## src/rtl/sram_arbiter.sv

```systemverilog
// -----------------------------------------------------------------------------
// sram_arbiter
//   Arbitrates two requesters onto one single-port synchronous SRAM.
//   At most one access per cycle is granted, with no bubbles between accesses.
//   A read granted in cycle N returns sram_q to its owner in cycle N+1 as a
//   one-cycle rvalid pulse. Writes complete in the grant cycle and return
//   nothing.
//
//   Build option:
//     SRAM_ARB_ROUND_ROBIN_EN  defined   -> on contention the requester not
//                                          granted most recently wins.
//                              undefined -> fixed priority, m0 always wins.
//
//   Handshake: mX_req is a level held until mX_gnt. mX_gnt is combinational
//   and means "accepted this cycle"; the requester may change its request on
//   the next cycle.
//
//   Ports
//     CLK, RST             clock, synchronous active-high reset
//     mX_req/we/addr/wdata requester X access request (X = 0, 1)
//     mX_gnt               requester X accepted this cycle
//     mX_rvalid/rdata      read return for requester X
//     sram_cen/wen         SRAM chip/write enable, active-low
//     sram_a/sram_d        SRAM address and write data
//     sram_q               SRAM read data, valid the cycle after a read
// -----------------------------------------------------------------------------
module sram_arbiter #(
    parameter int AW = 10,
    parameter int DW = 32
) (
    input  logic          CLK,
    input  logic          RST,
    input  logic          m0_req,
    input  logic          m0_we,
    input  logic [AW-1:0] m0_addr,
    input  logic [DW-1:0] m0_wdata,
    input  logic          m1_req,
    input  logic          m1_we,
    input  logic [AW-1:0] m1_addr,
    input  logic [DW-1:0] m1_wdata,
    output logic          m0_gnt,
    output logic          m1_gnt,
    output logic          m0_rvalid,
    output logic          m1_rvalid,
    output logic [DW-1:0] m0_rdata,
    output logic [DW-1:0] m1_rdata,
    output logic          sram_cen,
    output logic          sram_wen,
    output logic [AW-1:0] sram_a,
    output logic [DW-1:0] sram_d,
    input  logic [DW-1:0] sram_q
);

    logic w_pick_m0;   // m0 wins arbitration (before reset gating)
    logic w_gnt_m0;
    logic w_gnt_m1;
    logic w_any_gnt;
    logic w_sel_we;    // write flag of the granted requester
    logic w_rd_accept; // a read is being issued to the SRAM this cycle

    // Read-return tracking: one outstanding read at most, since the SRAM
    // answers in exactly one cycle. A new read can be issued while the
    // previous one returns, which gives full back-to-back throughput.
    logic r_pend;
    logic r_owner;     // 0 = m0, 1 = m1

`ifdef SRAM_ARB_ROUND_ROBIN_EN
    // 1 = m1 was granted most recently. Reset to m1 so m0 wins first.
    logic r_last_m1;

    always_ff @(posedge CLK) begin
        if (RST) begin
            r_last_m1 <= 1'b1;
        end else if (w_any_gnt) begin
            r_last_m1 <= w_gnt_m1;
        end
    end

    assign w_pick_m0 = m0_req && (!m1_req || r_last_m1);
`else
    assign w_pick_m0 = m0_req;
`endif

    // Grants are suppressed while in reset so nothing reaches the SRAM and
    // no read can be recorded as pending.
    assign w_gnt_m0  = w_pick_m0 && !RST;
    assign w_gnt_m1  = m1_req && !w_pick_m0 && !RST;
    assign w_any_gnt = w_gnt_m0 || w_gnt_m1;

    assign m0_gnt = w_gnt_m0;
    assign m1_gnt = w_gnt_m1;

    always_comb begin
        sram_cen = 1'b1;
        sram_wen = 1'b1;
        sram_a   = m0_addr;
        sram_d   = m0_wdata;
        w_sel_we = m0_we;
        if (w_gnt_m1) begin
            sram_a   = m1_addr;
            sram_d   = m1_wdata;
            w_sel_we = m1_we;
        end
        if (w_any_gnt) begin
            sram_cen = 1'b0;
            sram_wen = ~w_sel_we;
        end
    end

    assign w_rd_accept = w_any_gnt && !w_sel_we;

    always_ff @(posedge CLK) begin
        if (RST) begin
            r_pend  <= 1'b0;
            r_owner <= 1'b0;
        end else begin
            r_pend  <= w_rd_accept;
            r_owner <= w_gnt_m1;
        end
    end

    // Gating with RST kills a return that was registered just before reset
    // was asserted: a read granted in the cycle before reset never reports.
    assign m0_rvalid = r_pend && !r_owner && !RST;
    assign m1_rvalid = r_pend &&  r_owner && !RST;
    assign m0_rdata  = sram_q;
    assign m1_rdata  = sram_q;

endmodule

```

## config.mk

```make
export PLATFORM = sky130hd
export DESIGN_NAME = sram_arbiter
export DESIGN_NICKNAME = d
export VERILOG_FILES = /design/src/rtl/sram_arbiter.sv
export SDC_FILE = /design/constraint.sdc
export NUM_CORES = 1
export LEC_CHECK = 0
export ABC_AREA = 0
export ABC_CLOCK_PERIOD_IN_PS = 1700
export BUFFER_PORTS_ARGS = -buffer_cell sky130_fd_sc_hd__buf_4
export CORE_AREA = 2 2 92 94
export CTS_CLUSTER_DIAMETER = 30
export DETAILED_ROUTE_END_ITERATION = 7
export DIE_AREA = 0 0 94 96
export MAX_ROUTING_LAYER = met4
export PLACE_DENSITY = 0.63
export SETUP_SLACK_MARGIN = 0.2
export SKIP_LAST_GASP = 1
export SYNTH_ARGS = -nofsm -noshare
export SYNTH_HDL_FRONTEND = slang
export SYNTH_SLANG_ARGS = --single-unit
```

## constraint.sdc

```tcl
create_clock -name CLK -period 1.7 [get_ports CLK]
set_clock_uncertainty 0.05 [all_clocks]
set_input_delay 0.17 -clock CLK [delete_from_list [all_inputs] [get_ports CLK]]
set_output_delay 0.17 -clock CLK [all_outputs]
set_load 0.005 [all_outputs]
```

# ---- Word-level counts from Yosys, hierarchy flattened
# Index checks and enable logic that the tools add are counted.
dict set report totals {
  ff_bits 2
  inputBits 122
}
dict set report classes {
  mux 5
  n_bitwise 1
  n_reduce_logical 13
}
# op count
set ops {}
lappend ops {{2-to-1 mux 32 bit} 1}
lappend ops {{2-to-1 mux 10 bit} 1}
lappend ops {{logical AND 1 bit} 8}
lappend ops {{zero test 1 bit} 4}
lappend ops {{2-to-1 mux 1 bit} 3}
lappend ops {{logical OR 1 bit} 1}
lappend ops {{NOT 1 bit} 1}

# ---- Longest topological paths before layout
dict set report depth {
  ltp_word 6
  mapped_depth 4
}

# ---- Worst setup path before layout
# Ideal clock, no wire load.
dict set report synth_path {
  kind {in2out}
  startpoint {in RST}
  endpoint {out sram_a[0]}
  t_arrival_ps 1159
  slack_ps 321
  stages 4
  cell_sequence {buf_6 -> nor3b_4 -> buf_6 -> mux2_2}
}
dict set report synth_between {
  elab_chain_cells 3
}
# item line_no
set synth_lines {}
lappend synth_lines {{start, declared} 32} ;# input logic RST,
lappend synth_lines {{zero test 1 bit} 87} ;# assign w_gnt_m1 = m1_req && !w_pick_m0 && !RST;
lappend synth_lines {{logical AND 1 bit} 87}
lappend synth_lines {{net m1_gnt} 42} ;# output logic m1_gnt,
lappend synth_lines {{2-to-1 mux 10 bit} 99} ;# if (w_gnt_m1) begin
lappend synth_lines {{end, declared} 49} ;# output logic [AW-1:0] sram_a,
# The timed path passes the listed nets, and every way through them passes these cells.

# ---- Final worst setup path
dict set report layout_path {
  startpoint {in RST}
  endpoint {out sram_a[5]}
}
dict set report layout_between {
  elab_chain_cells 3
}
# item line_no
set layout_lines {}
lappend layout_lines {{zero test 1 bit} 87}
lappend layout_lines {{logical AND 1 bit} 87}
lappend layout_lines {{2-to-1 mux 10 bit} 99}
# No other way between the ends.

==> results.md <==
* Status: finished clean
* Syn_nets at 247
* Overall Power at 805 uW
* CTS Buf Count at 3
* Most used DFF post-synth: dfxtp_1
* Layout Nets at 332
* PD cells at 346 nW/um2
* IO Port Bufs at 137
* Clock sink total at 2
* P&R area growth vs syn at 103%
* Rel. slew slack at 85.8%
* List of most frequent post-synthesis cells: 64 x buf_4, 42 x mux2_2, 5 x buf_6, 2 x dfxtp_1, 2 x nor3b_1
* Htree depth at 1
* Fin. max-slew vios at 0
* Wire length per cell at 18.3 um
* DP HPWL at 3790 um
* Dominant cells by area after synthesis: buf_4 42%, mux2_2 41%, buf_6 4.9%
* Vias in the first global route at 1,063
* Ratio of cells with drive above 1 in the final layout at 94.2%
* Vias/cell at 3.65
* Final hold vios at 0
* Cells after DPL at 300
* Root Driver: clkbuf_8
* CTS tree: done
* CP dominant cell by count: buf_6
* Number of register bits inferred by synthesis at 2
* WL final at 5730 um
* Layout Cells excl Fill at 313
* Clock Pin Slew Worst Setup and Hold Paths at 0.03 ns
* Initial Util at 14.2%
* Slew @ Worst Pin at 0.212 ns
* Post-synth top area share at 42.0%
* Hold_buf cts at 0
* Routed via count at 1,143
* Dominant cell type by area after synthesis: buf_4
* Final antenna-violating net count at 0
* Period minus WS final at 1.51 ns
* Area of the mapped netlist at 1140 um2
* CP max-delay cell: mux2_4
* Die ar. at 9020 um2
* Crit Path Max Fanout at 5
* Number of synthesized flops with an enable pin at 0
* Drt drc at 0
* Internal at 600 uW
* Synth Area per Inst at 9.16 um2
* Clock network fraction of total power at 23.4%
* Initial DRT Pass Iterations at 4
* Setup_tns at 0 ns
* Leakage power at 0.00117 uW
* GPL Wtd Cong at 0.750
* GRT Overall Usage at 8.72%
* Clk buf depth at 2
* Period utilisation layout at 89.0%
* Initial drt markers at 9
* Part of the power in registers at 6.3%
* RSZ-0062 raised after global routing: yes
* Io pins at 234
* Antenna violations before repair at 0
* Top-count cell post-synth: buf_4
* Largest net degree at the start of global routing at 21
* CP max stage delay at 0.31 ns
* Chip Height at 96 um
* CP required at 1.48 ns
* Fmax at 661 MHz
* Max-cap viol count at 0
* Yosys warns at 0
* Core box area at 8050 um2
* Register area share after synthesis at 3.50%
* Cell Chain, Critical Path: buf_12, nor3b_4, buf_6, clkbuf_16, mux2_4, buf_6
* Distinct cells, synth at 15
* Comb power frac at 70.3%
* Crit end category: primary output
* Placement Rows at 33
* Kind of start point of the critical path: primary input
* Net Sw Frac at 25.4%
* Kind of critical path: primary input to primary output
* Hold crit path type: primary input to register
* Crit path DAT at 1.29 ns
* Worst vdd ir at 0.000185 V
* First-pass GRT wire length at 5870 um
* FFs w/ async S/R, synth at 0%
* Remaining Overflow, GRT at 0
* Die Wd at 94 um
* # setup viols final at 0
* N_diodes at 0
* Sw Pwr at 204 uW
* Cells after synthesis at 125
[repair_timing]
action                                  4_1_cts  5_1_grt
buffers inserted                              2        1
gates resized for setup                       1       83
cloned                                        1        6
endpoints found under the setup margin       41       39
pin swaps                                     0        1
[power by group through the flow]
stage               Clock [uW]  Sequential, uW  Combinational [uW]
floorplan                    0            50.8                 248
global placement             0            51.0                 418
detailed placement           0            51.0                 419
CTS                        195            50.6                 432
global route               202            51.0                 601
finish                     188            50.6                 566
[final cells by class]
cell class / count / area [um2]
Timing Repair Buffer: 149 / 1400
Sequential cell: 2 / 40.0
Fill cell: 830 / 5730
Tap cell: 105 / 131
Clock buffer: 3 / 41.3
Multi-Input combinational cell: 54 / 711
[worst paths after layout]
check | start | end | slack, ns | cells after the start
worst max-delay path | RST | sram_a[5] | 0.19 | 6
worst min-delay path | m0_req | r_owner | 0.12 | 2
[per-stage QoR]
stage               util, %  setup WS [ns]  hold slack [ns]  area (um2)
floorplan                 -          0.321            0.196        1140
global placement       22.3          0.126            0.290        1800
detailed placement     22.3          0.127            0.290        1800
CTS                    23.3          0.129            0.150        1880
global route           28.8          0.148            0.130        2320
finish                 28.8          0.187            0.123        2320
[cells in the final DEF, fill, tap and decap left out, drive strengths merged]
cell / Yosys / final
clkbuf: 0 / 7
a21o: 1 / 1
nand2b: 1 / 1
nand2: 1 / 1
mux2: 42 / 42
buf: 69 / 145
nor3b: 3 / 3
a21oi: 1 / 1
nand3b: 1 / 1
or3b: 1 / 1
nor2b: 1 / 1
o21bai: 1 / 1
and3b: 1 / 1
dfxtp: 2 / 2
[metal layers]
layer	GRT usage (%)	wire, um	vias up
met3	2.66	658	22
met5	-	0	-
met1	10.1	2080	503
met4	2.66	107	0
met2	14.5	2890	93
li1	-	-	525
[kinds of logic after synthesis]
family | Yosys count | synth area share, %
multiplexers | 42 | 41.3
flip-flops | 2 | 3.50
buffers and inverters | 69 | 46.9
AND/OR/NAND/NOR | 9 | 6.56
AO/OA/AOI/OAI | 3 | 1.75
[critical path, delay by kind of cell]
| family | cells | cell delay [ns] |
|---|---|---|
| AND/OR/NAND/NOR | 1 | 0.24 |
| buffers and inverters | 4 | 0.56 |
| multiplexers | 1 | 0.31 |
[state kept, by name, indices dropped and copies added, names as in the netlist]
register	cells
r_owner	1
r_pend	1
Note: power is estimated with default switching activity, not from simulation.
